--- config.mk ---
export PLATFORM = sky130hd
export DESIGN_NAME = mem_line_serializer
export DESIGN_NICKNAME = d
export VERILOG_FILES = /design/src/rtl/mem_line_pkg.sv /design/src/rtl/mem_line_watchdog.sv /design/src/rtl/mem_line_serializer.sv
export SDC_FILE = /design/constraint.sdc
export NUM_CORES = 2
export LEC_CHECK = 0
export ABC_AREA = 1
export CAP_MARGIN = 25
export CORE_AREA = 5 5 489 491
export DETAILED_ROUTE_END_ITERATION = 7
export DIE_AREA = 0 0 494 496
export GPL_ROUTABILITY_DRIVEN = 0
export PLACE_DENSITY = 0.53
export SLEW_MARGIN = 20
export SYNTH_ARGS = -nofsm -noshare
export SYNTH_HDL_FRONTEND = slang
export SYNTH_HIERARCHICAL = 1
export SYNTH_SLANG_ARGS = --single-unit
--- constraint.sdc ---
create_clock -name clk -period 62.1 [get_ports clk]
set_input_delay 6.21 -clock clk [delete_from_list [all_inputs] [get_ports clk]]
set_output_delay 6.21 -clock clk [all_outputs]
set_load 0.01 [all_outputs]
--- src/rtl/mem_line_pkg.sv ---
// Shared types and size helpers for the cache-line to beat-bus serializer.
//   state_e        : serializer FSM states
//   NUM_BEATS etc. : values for the default 512-bit line / 64-bit beat geometry
//   calc_*         : derive the same values for any parameterization
package mem_line_pkg;

  typedef enum logic [2:0] {
    IDLE  = 3'd0,
    CMD   = 3'd1,
    WDATA = 3'd2,
    RDATA = 3'd3,
    ACK   = 3'd4
  } state_e;

  localparam int unsigned CMD_LEN_W     = 8;
  localparam int unsigned NUM_BEATS     = 512 / 64;
  localparam int unsigned BEAT_IDX_W    = $clog2(NUM_BEATS);
  localparam int unsigned LINE_OFFSET_W = $clog2(512 / 8);

  function automatic int unsigned calc_num_beats(input int unsigned line_w,
                                                 input int unsigned beat_w);
    return line_w / beat_w;
  endfunction

  function automatic int unsigned calc_beat_idx_w(input int unsigned num_beats);
    return $clog2(num_beats);
  endfunction

  function automatic int unsigned calc_line_offset_w(input int unsigned line_w);
    return $clog2(line_w / 8);
  endfunction

endpackage

--- src/rtl/mem_line_watchdog.sv ---
// Progress watchdog: counts consecutive active cycles with no handshake.
//   clk, rst     : clock, asynchronous active-high reset
//   i_active     : serializer is in a transfer state
//   i_progress   : some handshake completes this cycle (clears the count)
//   o_expire_c   : combinational pulse in the TIMEOUT_CYCLES-th stalled cycle
module mem_line_watchdog #(
  parameter int unsigned TIMEOUT_CYCLES = 1024
) (
  input  logic clk,
  input  logic rst,
  input  logic i_active,
  input  logic i_progress,
  output logic o_expire_c
);

  localparam int unsigned CNT_W   = (TIMEOUT_CYCLES < 2) ? 1 : $clog2(TIMEOUT_CYCLES);
  localparam logic [CNT_W-1:0] LIMIT = CNT_W'(TIMEOUT_CYCLES - 1);
  localparam bit          ENABLED = (TIMEOUT_CYCLES != 0);

  logic [CNT_W-1:0] r_cnt;

  // r_cnt holds the number of stalled cycles already elapsed before this one
  assign o_expire_c = ENABLED && i_active && !i_progress && (r_cnt == LIMIT);

  always_ff @(posedge clk or posedge rst) begin
    if (rst) begin
      r_cnt <= '0;
    end else if (!i_active || i_progress || o_expire_c) begin
      r_cnt <= '0;
    end else begin
      r_cnt <= r_cnt + CNT_W'(1);
    end
  end

endmodule

--- src/rtl/mem_line_serializer.sv ---
// Converts one cache-line request into a single burst on a narrow
// command / write-beat / read-beat valid-ready bus.
//   line_*      : upstream line port (req held until line_ack)
//   cmd_*       : burst command channel (line-aligned address, len = beats-1)
//   wr_*        : write beats, least-significant slice first
//   rd_*        : read beats, assembled into line_rdata
//   busy, err_protocol, err_timeout, line_count : status
module mem_line_serializer
  import mem_line_pkg::*;
#(
  parameter int unsigned ADDR_WIDTH     = 32,
  parameter int unsigned LINE_WIDTH     = 512,
  parameter int unsigned BEAT_WIDTH     = 64,
  parameter int unsigned TIMEOUT_CYCLES = 1024
) (
  input  logic                  clk,
  input  logic                  rst,
  input  logic [ADDR_WIDTH-1:0] line_addr,
  input  logic [LINE_WIDTH-1:0] line_wdata,
  input  logic                  line_req,
  input  logic                  line_we,
  output logic                  line_ack,
  output logic [LINE_WIDTH-1:0] line_rdata,
  output logic                  cmd_valid,
  input  logic                  cmd_ready,
  output logic [ADDR_WIDTH-1:0] cmd_addr,
  output logic                  cmd_we,
  output logic [CMD_LEN_W-1:0]  cmd_len,
  output logic                  wr_valid,
  input  logic                  wr_ready,
  output logic [BEAT_WIDTH-1:0] wr_data,
  output logic                  wr_last,
  input  logic                  rd_valid,
  output logic                  rd_ready,
  input  logic [BEAT_WIDTH-1:0] rd_data,
  input  logic                  rd_last,
  output logic                  busy,
  output logic                  err_protocol,
  output logic                  err_timeout,
  output logic [31:0]           line_count
);

  localparam int unsigned NB     = calc_num_beats(LINE_WIDTH, BEAT_WIDTH);
  localparam int unsigned BIDX_W = calc_beat_idx_w(NB);
  localparam int unsigned OFF_W  = calc_line_offset_w(LINE_WIDTH);
  localparam logic [BIDX_W-1:0] LAST_BEAT = BIDX_W'(NB - 1);

  state_e                r_state;
  logic [ADDR_WIDTH-1:0] r_cmd_addr;
  logic                  r_cmd_we;
  logic                  r_cmd_valid;
  logic [CMD_LEN_W-1:0]  r_cmd_len;
  logic                  r_wr_valid;
  logic                  r_wr_last;
  logic [BEAT_WIDTH-1:0] r_wr_data;
  logic                  r_rd_ready;
  logic                  r_line_ack;
  logic [LINE_WIDTH-1:0] r_line_rdata;
  logic [LINE_WIDTH-1:0] r_line;
  logic [BIDX_W-1:0]     r_beat;
  logic                  r_busy;
  logic                  r_err_protocol;
  logic                  r_err_timeout;
  logic [31:0]           r_line_count;

  logic                  w_cmd_hs;
  logic                  w_wr_hs;
  logic                  w_rd_hs;
  logic                  w_active;
  logic                  w_expire;
  logic                  w_beat_last;
  logic [BIDX_W-1:0]     w_beat_nxt;
  logic [LINE_WIDTH-1:0] w_line_upd;
  logic                  w_unused_addr;

  assign w_cmd_hs    = r_cmd_valid & cmd_ready;
  assign w_wr_hs     = r_wr_valid & wr_ready;
  assign w_rd_hs     = r_rd_ready & rd_valid;
  assign w_active    = (r_state == CMD) || (r_state == WDATA) || (r_state == RDATA);
  assign w_beat_last = (r_beat == LAST_BEAT);
  assign w_beat_nxt  = r_beat + BIDX_W'(1);
  // Offset bits inside the line are dropped when the address is aligned
  assign w_unused_addr = ^line_addr[OFF_W-1:0];

  // Working line with the current read beat merged into its slot
  always_comb begin
    w_line_upd = r_line;
    w_line_upd[int'(r_beat) * BEAT_WIDTH +: BEAT_WIDTH] = rd_data;
  end

  mem_line_watchdog #(
    .TIMEOUT_CYCLES(TIMEOUT_CYCLES)
  ) u_watchdog (
    .clk       (clk),
    .rst       (rst),
    .i_active  (w_active),
    .i_progress(w_cmd_hs | w_wr_hs | w_rd_hs),
    .o_expire_c(w_expire)
  );

  // Serializer FSM with registered outputs
  always_ff @(posedge clk or posedge rst) begin
    if (rst) begin
      r_state        <= IDLE;
      r_cmd_addr     <= '0;
      r_cmd_we       <= 1'b0;
      r_cmd_valid    <= 1'b0;
      r_cmd_len      <= '0;
      r_wr_valid     <= 1'b0;
      r_wr_last      <= 1'b0;
      r_wr_data      <= '0;
      r_rd_ready     <= 1'b0;
      r_line_ack     <= 1'b0;
      r_line_rdata   <= '0;
      r_line         <= '0;
      r_beat         <= '0;
      r_busy         <= 1'b0;
      r_err_protocol <= 1'b0;
      r_err_timeout  <= 1'b0;
      r_line_count   <= '0;
    end else begin
      r_line_ack <= 1'b0;
      case (r_state)
        IDLE: begin
          if (line_req) begin
            r_cmd_addr  <= {line_addr[ADDR_WIDTH-1:OFF_W], OFF_W'(0)};
            r_cmd_we    <= line_we;
            r_cmd_len   <= CMD_LEN_W'(NB - 1);
            // Reads start from the previous line so a timeout leaves untouched slots intact
            r_line      <= line_we ? line_wdata : r_line_rdata;
            r_cmd_valid <= 1'b1;
            r_busy      <= 1'b1;
            r_state     <= CMD;
          end
        end
        CMD: begin
          if (w_expire) begin
            r_cmd_valid   <= 1'b0;
            r_err_timeout <= 1'b1;
            r_line_ack    <= 1'b1;
            r_state       <= ACK;
          end else if (w_cmd_hs) begin
            r_cmd_valid <= 1'b0;
            r_beat      <= '0;
            if (r_cmd_we) begin
              r_wr_valid <= 1'b1;
              r_wr_data  <= r_line[BEAT_WIDTH-1:0];
              r_wr_last  <= 1'b0;
              r_state    <= WDATA;
            end else begin
              r_rd_ready <= 1'b1;
              r_state    <= RDATA;
            end
          end
        end
        WDATA: begin
          if (w_expire) begin
            r_wr_valid    <= 1'b0;
            r_wr_last     <= 1'b0;
            r_err_timeout <= 1'b1;
            r_line_ack    <= 1'b1;
            r_state       <= ACK;
          end else if (w_wr_hs) begin
            if (w_beat_last) begin
              r_wr_valid <= 1'b0;
              r_wr_last  <= 1'b0;
              r_line_ack <= 1'b1;
              r_state    <= ACK;
            end else begin
              r_beat    <= w_beat_nxt;
              r_wr_data <= r_line[int'(w_beat_nxt) * BEAT_WIDTH +: BEAT_WIDTH];
              r_wr_last <= (w_beat_nxt == LAST_BEAT);
            end
          end
        end
        RDATA: begin
          if (w_expire) begin
            r_rd_ready    <= 1'b0;
            r_line_rdata  <= r_line;
            r_err_timeout <= 1'b1;
            r_line_ack    <= 1'b1;
            r_state       <= ACK;
          end else if (w_rd_hs) begin
            r_line <= w_line_upd;
            // The beat counter, not rd_last, decides completion
            if (rd_last != w_beat_last) begin
              r_err_protocol <= 1'b1;
            end
            if (w_beat_last) begin
              r_rd_ready   <= 1'b0;
              r_line_rdata <= w_line_upd;
              r_line_ack   <= 1'b1;
              r_state      <= ACK;
            end else begin
              r_beat <= w_beat_nxt;
            end
          end
        end
        ACK: begin
          r_line_count <= r_line_count + 32'd1;
          r_busy       <= 1'b0;
          r_state      <= IDLE;
        end
        default: begin
          r_state <= IDLE;
        end
      endcase
    end
  end

  assign line_ack     = r_line_ack;
  assign line_rdata   = r_line_rdata;
  assign cmd_valid    = r_cmd_valid;
  assign cmd_addr     = r_cmd_addr;
  assign cmd_we       = r_cmd_we;
  assign cmd_len      = r_cmd_len;
  assign wr_valid     = r_wr_valid;
  assign wr_data      = r_wr_data;
  assign wr_last      = r_wr_last;
  assign rd_ready     = r_rd_ready;
  assign busy         = r_busy;
  assign err_protocol = r_err_protocol;
  assign err_timeout  = r_err_timeout;
  assign line_count   = r_line_count;

endmodule

==> flow_summary.yaml <==
min_path:
  hp-class: "flip-flop to flip-flop"
status:
  outcome: "complete, no violations"
critical_path:
  arrival_ns: 12.99
  path_class: "input port to flip-flop"
  cp-end-kind: "flip-flop"
  cp_data_required_time_ns: 62.83
  startpoint_type: "input port"
  critPathSlowestCell: "buf_4"
  cp_max_fo: 81
  cp_top_family: "buffers and inverters"
  crit_path_frequent_cell: "buf_4"
  path_cells: "clkdlybuf4s50_1 -> nand2_1 -> nand3_1 -> nor3_4 -> inv_8 -> nand2_1 -> nand3_4 -> buf_4 -> buf_4 -> buf_4 -> buf_4 -> buf_4 -> a21oi_1 -> nand2_1 -> nand2_1"
  slowest_delay_ns: 0.87
  cp_num_buf_inv: 7
global_routing:
  grt_max_degree: 199
  grt_overflow: 0
  globalRouteMet2Util_pct: 56.1
  antenna_found_initial: 160
  grt_pass1_vias: 79500
  grt_usage_pct: 39.3
  grt_first_pass_wirelength_um: 671000
  busiest_layer: "met2"
  met3_usage_pct: 17.6
  met1_usage_pct: 44.7
sta:
  setup_viol: 0
  post-route-min-period_ns: 12.26
  skew_ns: 0.0354
  holdWs_ns: 0.459
  fin_crit_sh_pct: 19.7
  fmax_ghz: 0.0816
  tightest_slew_ns: 1.21
  rsz0062_at_grt: "no"
  setup-tns-final_ns: 0
  hold_viol: 0
  slew_violations: 0
  relSlewSlack_pct: 19.1
synthesis:
  synth_simple_gate_area_share_pct: 35.5
  synth-compound-area-share_pct: 11.6
  syn_inst: 11100
  synth_cell_types: 38
  synth_warnings: 6
  synthXorXnorAreaFrac_pct: 0.251
  synth-seq-area-share_pct: 40.0
  syn_area_sq_mm: 0.0734
  synth.area.mux_share_pct: 4.30
  synth_fa_ha_area_share_pct: 0.136
  ys_seq_elements: 1172
  synth_top_family_by_area: "simple AND/OR/NAND/NOR gates"
  syn_area_per_cell_sq_um: 6.59
route:
  ant_nets: 0
  wl_per_cell_um: 33.1
  first_pass_iters: 7
  num_vias: 85900
  drt_first_iter_violations: 11700
  routed_via_density: 5.64
  drcViolationCount: 0
  drt-total-wl_um: 503000
floorplan:
  die-area_sq_mm: 0.245
  start_util_pct: 31.3
  std_cell_rows: 178
  num_io_pins: 1273
  coreArea_sq_mm: 0.234
  die_y_um: 496
  die_w_um: 494
layout:
  fin_cells: 15200
  multi_input_area_sq_mm: 0.0383
  final-seq-area_sq_mm: 0.0293
  layout.nets: 12500
  drive_above_1_share_pct: 4.10
  n_fill_cell: 24800
  synthToLayoutAreaGrowth_pct: 27.5
  post-route-util_pct: 39.9
power:
  p_leak_nw: 47.6
  power.density_mw_per_mm2: 43.1
  ir_worst_vdd_v: 0.0000425
clocking:
  clock_latency_ns: 0.84
  cts_buffers: 153
  cts_hold_buf: 0
  htree_levels: 4
  cts.sinks: 1172
  cts_setup_buffers: 0
  root_buffer: "clkbuf_16"
  cts_tree: "done"
  clk_pin_slew_worst_paths_ns: 0.06
  clock_path_buffers: 3
  cts_resized: 0
flow_run:
  max-cap-violations: 0
place:
  dp_cells: 14900
  port_buffers: 1255
  dp_hpwl_um: 368000
stage by stage:
stage	power, mW	setup slack [ns]	area (sq um)
2_1_floorplan	2.13	23.16	73400
3_3_place_gp	2.99	49.15	88000
3_5_place_dp	3.04	49.20	88100
4_1_cts	3.97	50.04	93100
5_1_grt	4.19	49.69	93400
6_report	4.04	49.84	93500
placed cells by master, fill, tap and decap left out, types with 20 or more instances in the layout:
| cell | Yosys | final |
|---|---|---|
| clkbuf_16 | 0 | 155 |
| nand2_1 | 4610 | 4604 |
| nor2_1 | 507 | 479 |
| nand3_1 | 1289 | 1287 |
| clkbuf_1 | 528 | 40 |
| diode_2 | 0 | 85 |
| o211ai_1 | 131 | 131 |
| dfrtp_1 | 1172 | 1171 |
| o21ai_0 | 503 | 503 |
| a21oi_1 | 870 | 870 |
| nor2_2 | 8 | 30 |
| clkbuf_8 | 0 | 34 |
| clkdlybuf4s50_1 | 0 | 1254 |
| o21ai_1 | 128 | 128 |
| clkinv_2 | 0 | 20 |
| mux2i_1 | 286 | 286 |
| buf_4 | 16 | 126 |
| mux2_2 | 26 | 26 |
| inv_1 | 686 | 682 |
flip-flops by register name (all words and copies together) (netlist names), 3 cells and up:
name and cells:
r_state 3, u_watchdog/r_cnt 10, cmd_addr 26, line_rdata 512, wr_data 64, r_beat 3, line_count 32, r_line 512
metal layers:
layer | vias up | routed length [um]
met1 | 41500 | 177000
met3 | 1344 | 67400
met2 | 5591 | 207000
li1 | 37300 | -
met5 | - | 692
met4 | 102 | 50800
layout make-up:
| class | count | share of cell area (%) |
|---|---|---|
| Antenna cell | 85 | 0.227 |
| Multi-Input combinational cell | 8448 | 41.0 |
| Clock inverter | 40 | 0.576 |
| Clock buffer | 229 | 4.81 |
| Inverter | 698 | 2.85 |
| Timing Repair Buffer | 1408 | 15.0 |
| Sequential cell | 1172 | 31.4 |
| Tap cell | 3150 | 4.21 |
cell families (layout without fill, tap and decap cells):
logic type	count (synthesis)	after routing
buf+inv	1525	2375
simple gates	6458	6458
fa+ha+maj	8	8
xor+xnor	21	21
compound gates	1638	1638
other cells	1	96
flops	1172	1172
mux	312	312
cells in the mapped netlist:
library cell  count  area share (%)
nor3_4            1           0.022
o21bai_1          1           0.010
or2_2             1          0.0085
nor2_2            8           0.068
a21oi_1         870             5.9
a21o_1            2           0.020
nor2_1          507             2.6
nand3_1        1289             8.8
nand2_2           5           0.043
nand4_1          16            0.14
o21ai_1         128            0.87
a211oi_1          1           0.010
xnor2_1          12            0.14
mux2_2           26            0.40
clkbuf_1        528             2.7
dfrtp_1        1172              40
inv_2            12           0.061
nor3_1            4           0.027
buf_4            16            0.16
o211ai_1        131             1.3
conb_1            1          0.0051
a21oi_2           1           0.012
nand4_2           1           0.017
mux2i_1         286             3.9
o21ai_0         503             3.4
nor3_2            1           0.014
buf_1           104            0.53
nand3b_1          6           0.061
ha_1              8            0.14
nand3_4           1           0.024
nor2_4            5           0.077
nand3_2           2           0.027
xor2_1            9            0.11
buf_2           179             1.2
inv_1           686             3.5
a22oi_1           1           0.010
nand2_4           1           0.015
nand2_1        4610              24
final timing paths:
kind	start	end	slack, ns	depth (start not counted)
min	err_timeout	err_timeout	0.46	1
min in group asynchronous	rst	u_watchdog/r_cnt[6]	5.85	2
max in group asynchronous	rst	line_rdata[179]	53.14	5
min reg2reg	err_timeout	err_timeout	0.46	1
max reg2reg	r_state[0]	line_rdata[268]	55.09	15
max	cmd_ready	line_rdata[268]	49.84	15
where the power goes:
part           switching (mW)  total [mW]  internal (mW)
combinational            1.52        2.02          0.500
sequential              0.140        1.08          0.940
clock                   0.394       0.935          0.541
total                    2.06        4.04           1.98
Note: power is estimated with default switching activity, not from simulation.
